### config.mk
export PLATFORM = sky130hd
export DESIGN_NAME = hazard_sched
export DESIGN_NICKNAME = d
export VERILOG_FILES = /design/src/rtl/hazard_sched.sv
export SDC_FILE = /design/constraint.sdc
export NUM_CORES = 1
export LEC_CHECK = 0
export CORE_MARGIN = 2
export CORE_UTILIZATION = 25
export DETAILED_ROUTE_END_ITERATION = 16
export SLEW_MARGIN = 25
export SYNTH_ARGS = -nofsm -noshare
export SYNTH_HDL_FRONTEND = slang
export SYNTH_SLANG_ARGS = --single-unit
### constraint.sdc
create_clock -name clk -period 1.95 [get_ports clk]
set_input_delay 0.195 -clock clk [delete_from_list [all_inputs] [get_ports clk]]
set_output_delay 0.195 -clock clk [all_outputs]
set_load 0.05 [all_outputs]
### src/rtl/hazard_sched.sv
// rtl/hazard_sched.sv - pipeline hazard controller for the RV32I 5-stage core
//
// Watches decode/execute/memory instructions, the branch outcome and the
// data-memory handshake. It drives the stall, flush and forwarding controls
// for fetch, decode and execute.
//
// Optional build macro: HAZARD_PERF_EN adds the perf_stall/perf_flush counters.
//
// Ports:
//   clk, rst                  clock, asynchronous active-high reset
//   instr_de/exe/mem [31:0]   instructions held in decode, execute, memory
//   br_taken                  branch compare result for instr_exe
//   dmem_req, dmem_ack        data-memory access outstanding / completing
//   resume                    one-cycle pulse leaving HALT
//   stall_fe/de/exe           hold fetch/decode/execute registers
//   flush_de/exe              load NOP bubble into decode/execute registers
//   fwd_a, fwd_b [1:0]        operand source: 00 regfile, 01 EXE, 10 MEM
//   halted                    core in HALT (registered)
//   mem_err                   one-cycle pulse on memory-wait timeout (registered)
//   perf_stall/perf_flush     saturating event counters (HAZARD_PERF_EN only)
module hazard_sched #(
  parameter int FLUSH_CYCLES = 2,
  parameter int MEM_TIMEOUT  = 255
) (
  input  logic        clk,
  input  logic        rst,
  input  logic [31:0] instr_de,
  input  logic [31:0] instr_exe,
  input  logic [31:0] instr_mem,
  input  logic        br_taken,
  input  logic        dmem_req,
  input  logic        dmem_ack,
  input  logic        resume,
  output logic        stall_fe,
  output logic        stall_de,
  output logic        stall_exe,
  output logic        flush_de,
  output logic        flush_exe,
  output logic [1:0]  fwd_a,
  output logic [1:0]  fwd_b,
  output logic        halted,
  output logic        mem_err
`ifdef HAZARD_PERF_EN
  ,
  output logic [31:0] perf_stall,
  output logic [31:0] perf_flush
`endif
);

  localparam logic [6:0] OP_LUI    = 7'b0110111;
  localparam logic [6:0] OP_AUIPC  = 7'b0010111;
  localparam logic [6:0] OP_JAL    = 7'b1101111;
  localparam logic [6:0] OP_JALR   = 7'b1100111;
  localparam logic [6:0] OP_BRANCH = 7'b1100011;
  localparam logic [6:0] OP_LOAD   = 7'b0000011;
  localparam logic [6:0] OP_STORE  = 7'b0100011;
  localparam logic [6:0] OP_IMM    = 7'b0010011;
  localparam logic [6:0] OP_OP     = 7'b0110011;
  localparam logic [6:0] OP_SYS    = 7'b1110011;

  localparam logic [1:0] S_RUN   = 2'd0;
  localparam logic [1:0] S_FLUSH = 2'd1;
  localparam logic [1:0] S_HALT  = 2'd2;

  function automatic logic writes_rd(input logic [6:0] op);
    return (op == OP_LUI) || (op == OP_AUIPC) || (op == OP_JAL) || (op == OP_JALR) ||
           (op == OP_LOAD) || (op == OP_IMM) || (op == OP_OP);
  endfunction

  function automatic logic uses_rs1(input logic [6:0] op);
    return (op == OP_JALR) || (op == OP_BRANCH) || (op == OP_LOAD) ||
           (op == OP_STORE) || (op == OP_IMM) || (op == OP_OP);
  endfunction

  function automatic logic uses_rs2(input logic [6:0] op);
    return (op == OP_BRANCH) || (op == OP_STORE) || (op == OP_OP);
  endfunction

  logic [1:0]  state, next_state;
  logic [3:0]  cnt, next_cnt;
  logic [15:0] wait_cnt;

  logic [6:0] op_de, op_exe, op_mem;
  logic [4:0] rs1_de, rs2_de, rd_exe, rd_mem;
  assign op_de  = instr_de[6:0];
  assign op_exe = instr_exe[6:0];
  assign op_mem = instr_mem[6:0];
  assign rs1_de = instr_de[19:15];
  assign rs2_de = instr_de[24:20];
  assign rd_exe = instr_exe[11:7];
  assign rd_mem = instr_mem[11:7];

  logic unused_bits;
  assign unused_bits = ^{instr_de[31:25], instr_de[14:7], instr_exe[31:15], instr_mem[31:12]};

  logic exe_wr, mem_wr;
  logic exe_m1, exe_m2, mem_m1, mem_m2;
  assign exe_wr = writes_rd(op_exe) && (rd_exe != 5'd0);
  assign mem_wr = writes_rd(op_mem) && (rd_mem != 5'd0);
  assign exe_m1 = exe_wr && (rd_exe == rs1_de);
  assign exe_m2 = exe_wr && (rd_exe == rs2_de);
  assign mem_m1 = mem_wr && (rd_mem == rs1_de);
  assign mem_m2 = mem_wr && (rd_mem == rs2_de);

  logic exe_load, sys_exe, redirect, load_use, mem_stall;
  assign exe_load  = (op_exe == OP_LOAD);
  assign sys_exe   = (op_exe == OP_SYS) && (instr_exe[14:12] == 3'b000);
  assign redirect  = ((op_exe == OP_BRANCH) && br_taken) || (op_exe == OP_JAL) || (op_exe == OP_JALR);
  assign load_use  = exe_load && ((uses_rs1(op_de) && exe_m1) || (uses_rs2(op_de) && exe_m2));
  assign mem_stall = dmem_req && !dmem_ack;

  always_comb begin
    stall_fe   = 1'b0;
    stall_de   = 1'b0;
    stall_exe  = 1'b0;
    flush_de   = 1'b0;
    flush_exe  = 1'b0;
    fwd_a      = 2'b00;
    fwd_b      = 2'b00;
    next_state = state;
    next_cnt   = cnt;
    if (!rst) begin
      // A loaded value is not available in EXE, so only non-load results forward from there.
      if (exe_m1 && !exe_load)  fwd_a = 2'b01;
      else if (mem_m1)          fwd_a = 2'b10;
      if (exe_m2 && !exe_load)  fwd_b = 2'b01;
      else if (mem_m2)          fwd_b = 2'b10;

      if (mem_stall) begin
        // Freeze the whole front of the pipe; no flush may clobber held registers.
        stall_fe  = 1'b1;
        stall_de  = 1'b1;
        stall_exe = 1'b1;
      end else begin
        case (state)
          S_RUN: begin
            if (sys_exe) begin
              flush_de   = 1'b1;
              flush_exe  = 1'b1;
              next_state = S_HALT;
            end else if (redirect) begin
              flush_de  = 1'b1;
              flush_exe = 1'b1;
              if (FLUSH_CYCLES > 1) begin
                next_cnt   = 4'(FLUSH_CYCLES - 1);
                next_state = S_FLUSH;
              end
            end else if (load_use) begin
              // One bubble is enough: next cycle the load sits in MEM and forwards.
              stall_fe  = 1'b1;
              stall_de  = 1'b1;
              flush_exe = 1'b1;
            end
          end
          S_FLUSH: begin
            flush_de = 1'b1;
            next_cnt = cnt - 4'd1;
            if (cnt <= 4'd1) next_state = S_RUN;
          end
          S_HALT: begin
            stall_fe  = 1'b1;
            flush_de  = 1'b1;
            flush_exe = 1'b1;
            if (resume) next_state = S_RUN;
          end
          default: next_state = S_RUN;
        endcase
      end
    end
  end

  always_ff @(posedge clk or posedge rst) begin
    if (rst) begin
      state    <= S_RUN;
      cnt      <= 4'd0;
      wait_cnt <= 16'd0;
      halted   <= 1'b0;
      mem_err  <= 1'b0;
    end else begin
      state   <= next_state;
      cnt     <= next_cnt;
      halted  <= (next_state == S_HALT);
      mem_err <= 1'b0;
      if (mem_stall) begin
        if ((wait_cnt + 16'd1) == 16'(MEM_TIMEOUT)) begin
          mem_err  <= 1'b1;
          wait_cnt <= 16'd0;
        end else begin
          wait_cnt <= wait_cnt + 16'd1;
        end
      end else begin
        wait_cnt <= 16'd0;
      end
    end
  end

`ifdef HAZARD_PERF_EN
  always_ff @(posedge clk or posedge rst) begin
    if (rst) begin
      perf_stall <= 32'd0;
      perf_flush <= 32'd0;
    end else begin
      if (stall_fe && (perf_stall != 32'hFFFFFFFF)) perf_stall <= perf_stall + 32'd1;
      if (flush_de && (perf_flush != 32'hFFFFFFFF)) perf_flush <= perf_flush + 32'd1;
    end
  end
`endif

endmodule

==> impl_metrics.toml <==
[outcome]
status = "finished, violations left"
violations = "setup timing"

[detailed_routing]
wire_per_inst_um = 12.8
antenna_left = 0
wirelength_um = 5910
drt-pass1-iter-count = 4
vias = 2167
drc_errors = 0
initialDrtViolationCount = 76
avgViaCountPerCell = 4.70

[setup_path]
required_ps = 1750
worstReg2RegStart = "wait_cnt[0]"
worstPathMaxFanout = 2
crit_slowest_cell = "or4_4"
crit_start = "state[1]"
crit_buf_inv = 3
worst_path_most_repeated_cell = "inv_2"
max_stage_delay_ps = 440
crit_arrival_ps = 2130
start_kind = "flop"
cp_top_family = "simple AND/OR/NAND/NOR gates"
path_cells = "inv_2 > ha_4 > inv_2 > or4_4 > nor3_4 > o211ai_1 > a31oi_4 > buf_12"
end_kind = "primary output"
crit_type = "flop to primary output"

[layout]
layout.nets = 470
areaGrowthSynthToFinish_pct = 82.7
final_layout_size_suffix_gt1_share_pct = 33.7
layoutNonFillerInstCount = 461
antennaDiodeCount = 0

[logic_synthesis]
synth-edff-count = 0
ys_ff_latch = 24
synth_area_um2 = 1930
synthArstFlopShare_pct = 100
synth_top_cell_by_area = "dfrtp_1"
synth_top_area_share_pct = 31.1
ys_top_cells_by_area = "dfrtp_1 31%, xnor2_1 15%, ha_1 5.2%, nor2_1 4.3%, nand3_1 3.6%"
ys_seq_area_share_pct = 31.1
synth-main-ff-cell = "dfrtp_1"
avgSynthCellArea_um2 = 8.55
synthCells = 226
yosys_warnings = 0
synth_nets = 336
synth.most_common_cell = "xnor2_1"
synthTopCellsByCount = "33 x xnor2_1, 24 x dfrtp_1, 22 x nor2_1"
netlist-cell-type-count = 48

[cts]
clock_path_buffers = 2
clkLatencyLatePin_ps = 270
cts_max_level = 1
tritoncts = "done"
cts.clk_slew.worst_paths_ps = 100
clkSinkCount = 24
cts_buffers = 3
cts-root-buf = "clkbuf_8"

[global_routing]
use_met1_pct = 15.5
grt_max_degree = 18
grt-ovfl-total = 0
grt_pass1_wl_um = 9690
gr-max-usage-layer = "met2"
grt_pass1_vias = 2306
grt_use_met2_pct = 26.0
antenna_found_initial = 0
grt_use_met3_pct = 3.20
grt_use_total_pct = 13.9

[job]
cap_violations = 0

[timing]
setup-tns-final_ps = -1010
fmax_mhz = 430
worst_pin_slew_ps = 494
skew_ps = 12.2
grt_setup_unrepaired = "yes"
worst_slack_ps = -375
hold_viol = 0
worst_slew_margin_rel_pct = 66.9
fin_crit_ps = 2320
post-route-period-util_pct = 119
finalMaxSlewViolations = 0
setup_viol = 3

[power_and_ir_drop]
ir_drop_uv = 309
power_density_nw_per_um2 = 543
power_leakage_nw = 1.48
p_sw_share_pct = 33.3
p_comb_share_pct = 46.5
p_seq_share_pct = 30.4
p_sw_mw = 0.639
clockPowerShare_pct = 23.1
p_int_mw = 1.28

[floorplanning]
coreArea_um2 = 7610
die-area_um2 = 8450
fp.dieW_um = 91.9
top_level_ports = 113
rows = 32
die_h_um = 91.9
start_util_pct = 25.4

[placement]
port_buffers = 60
dp.cells = 450
post-place-ws_ps = -625
dp_hpwl_um = 4730
finalWeightedCongestion = 0.811

[worst_hold_path]
hold_class = "primary input to async pin"
[routing by layer]
metal | wire length, um | part of all wire, %
met1 | 2470 | 42
met2 | 2870 | 49
met3 | 413 | 7.0
met4 | 155 | 2.6
met5 | 0 | 0
[path summary, 6_finish.rpt]
path                          endpoint  slack (ps)  depth (start not counted)
setup / recovery              stall_fe        -370                          8
hold / removal                state[0]          10                          3
setup reg to reg               mem_err          70                          7
hold reg to reg                 cnt[0]         540                          1
max in group asynchronous  wait_cnt[2]        1480                          4
min in group clk                cnt[0]         540                          1
[cell usage in the layout (no fill, tap or decap), types with 6 or more instances in the layout]
cell / synthesis / final
dlymetal6s2s_1: 1 / 7
buf_12: 0 / 7
buf_6: 0 / 6
dlygate4sd2_1: 0 / 9
nand3_1: 14 / 13
clkdlybuf4s50_1: 0 / 27
nand2_1: 15 / 14
nor2_1: 22 / 19
nor3_1: 10 / 9
dfrtp_1: 24 / 24
inv_1: 12 / 8
buf_4: 1 / 70
ha_1: 8 / 6
xnor2_1: 33 / 33
and3_1: 7 / 7
[worst min-delay path, delay by kind of cell]
family	cells	cell delay, ps
buffers and inverters	3	460
[flip-flops by register name (all words and copies together) (netlist names)]
register / flops
cnt: 4
state: 2
wait_cnt: 16
halted: 1
mem_err: 1
[power by group through the flow]
stage          clock (mW)  sequential, mW  combinational [mW]
2_1_floorplan           0           0.631               0.387
3_3_place_gp            0           0.593               0.840
3_5_place_dp            0           0.593               0.848
4_1_cts             0.454           0.584               0.865
5_1_grt             0.469           0.588               0.972
6_report            0.443           0.584               0.891
[cell type report]
| class | instances | area, um2 |
|---|---|---|
| clock buffer | 3 | 41.3 |
| clock inverter | 1 | 30.0 |
| fill | 735 | 4080 |
| inverter | 12 | 48.8 |
| multi-input combinational | 187 | 1450 |
| sequential | 24 | 601 |
| tap | 102 | 128 |
| timing repair buffer | 132 | 1230 |
[logic make-up (layout without fill, tap and decap cells)]
group,Yosys count,in the layout,share of synthesized area [%]
multiplexers,2,2,1.04
XOR/XNOR,38,38,17.2
AO/OA/AOI/OAI,34,34,12.2
AND/OR/NAND/NOR,105,105,29.8
flip-flops,24,24,31.1
buffers and inverters,15,148,3.56
adder cells (fa/ha/maj),8,8,5.18
[through the flow]
| stage | power [mW] | util [%] | cell area [um2] | hold WS (ps) |
|---|---|---|---|---|
| floorplan | 1.02 | - | 2030 | 89.1 |
| global placement | 1.43 | 43.4 | 3300 | 522 |
| detailed placement | 1.44 | 43.4 | 3300 | 531 |
| CTS | 1.90 | 45.4 | 3450 | 350 |
| global route | 2.03 | 46.4 | 3530 | 38.2 |
| finish | 1.92 | 46.4 | 3530 | 14.9 |
[timing repair]
item	4_1_cts	5_1_grt
setup buffers	5	2
pin swaps	19	16
setup endpoints to repair	9	18
hold endpoints to repair	0	0
gates cloned	0	0
hold buffers	0	0
resized for setup	44	26
No activity file was read; power rests on OpenSTA's default activity.
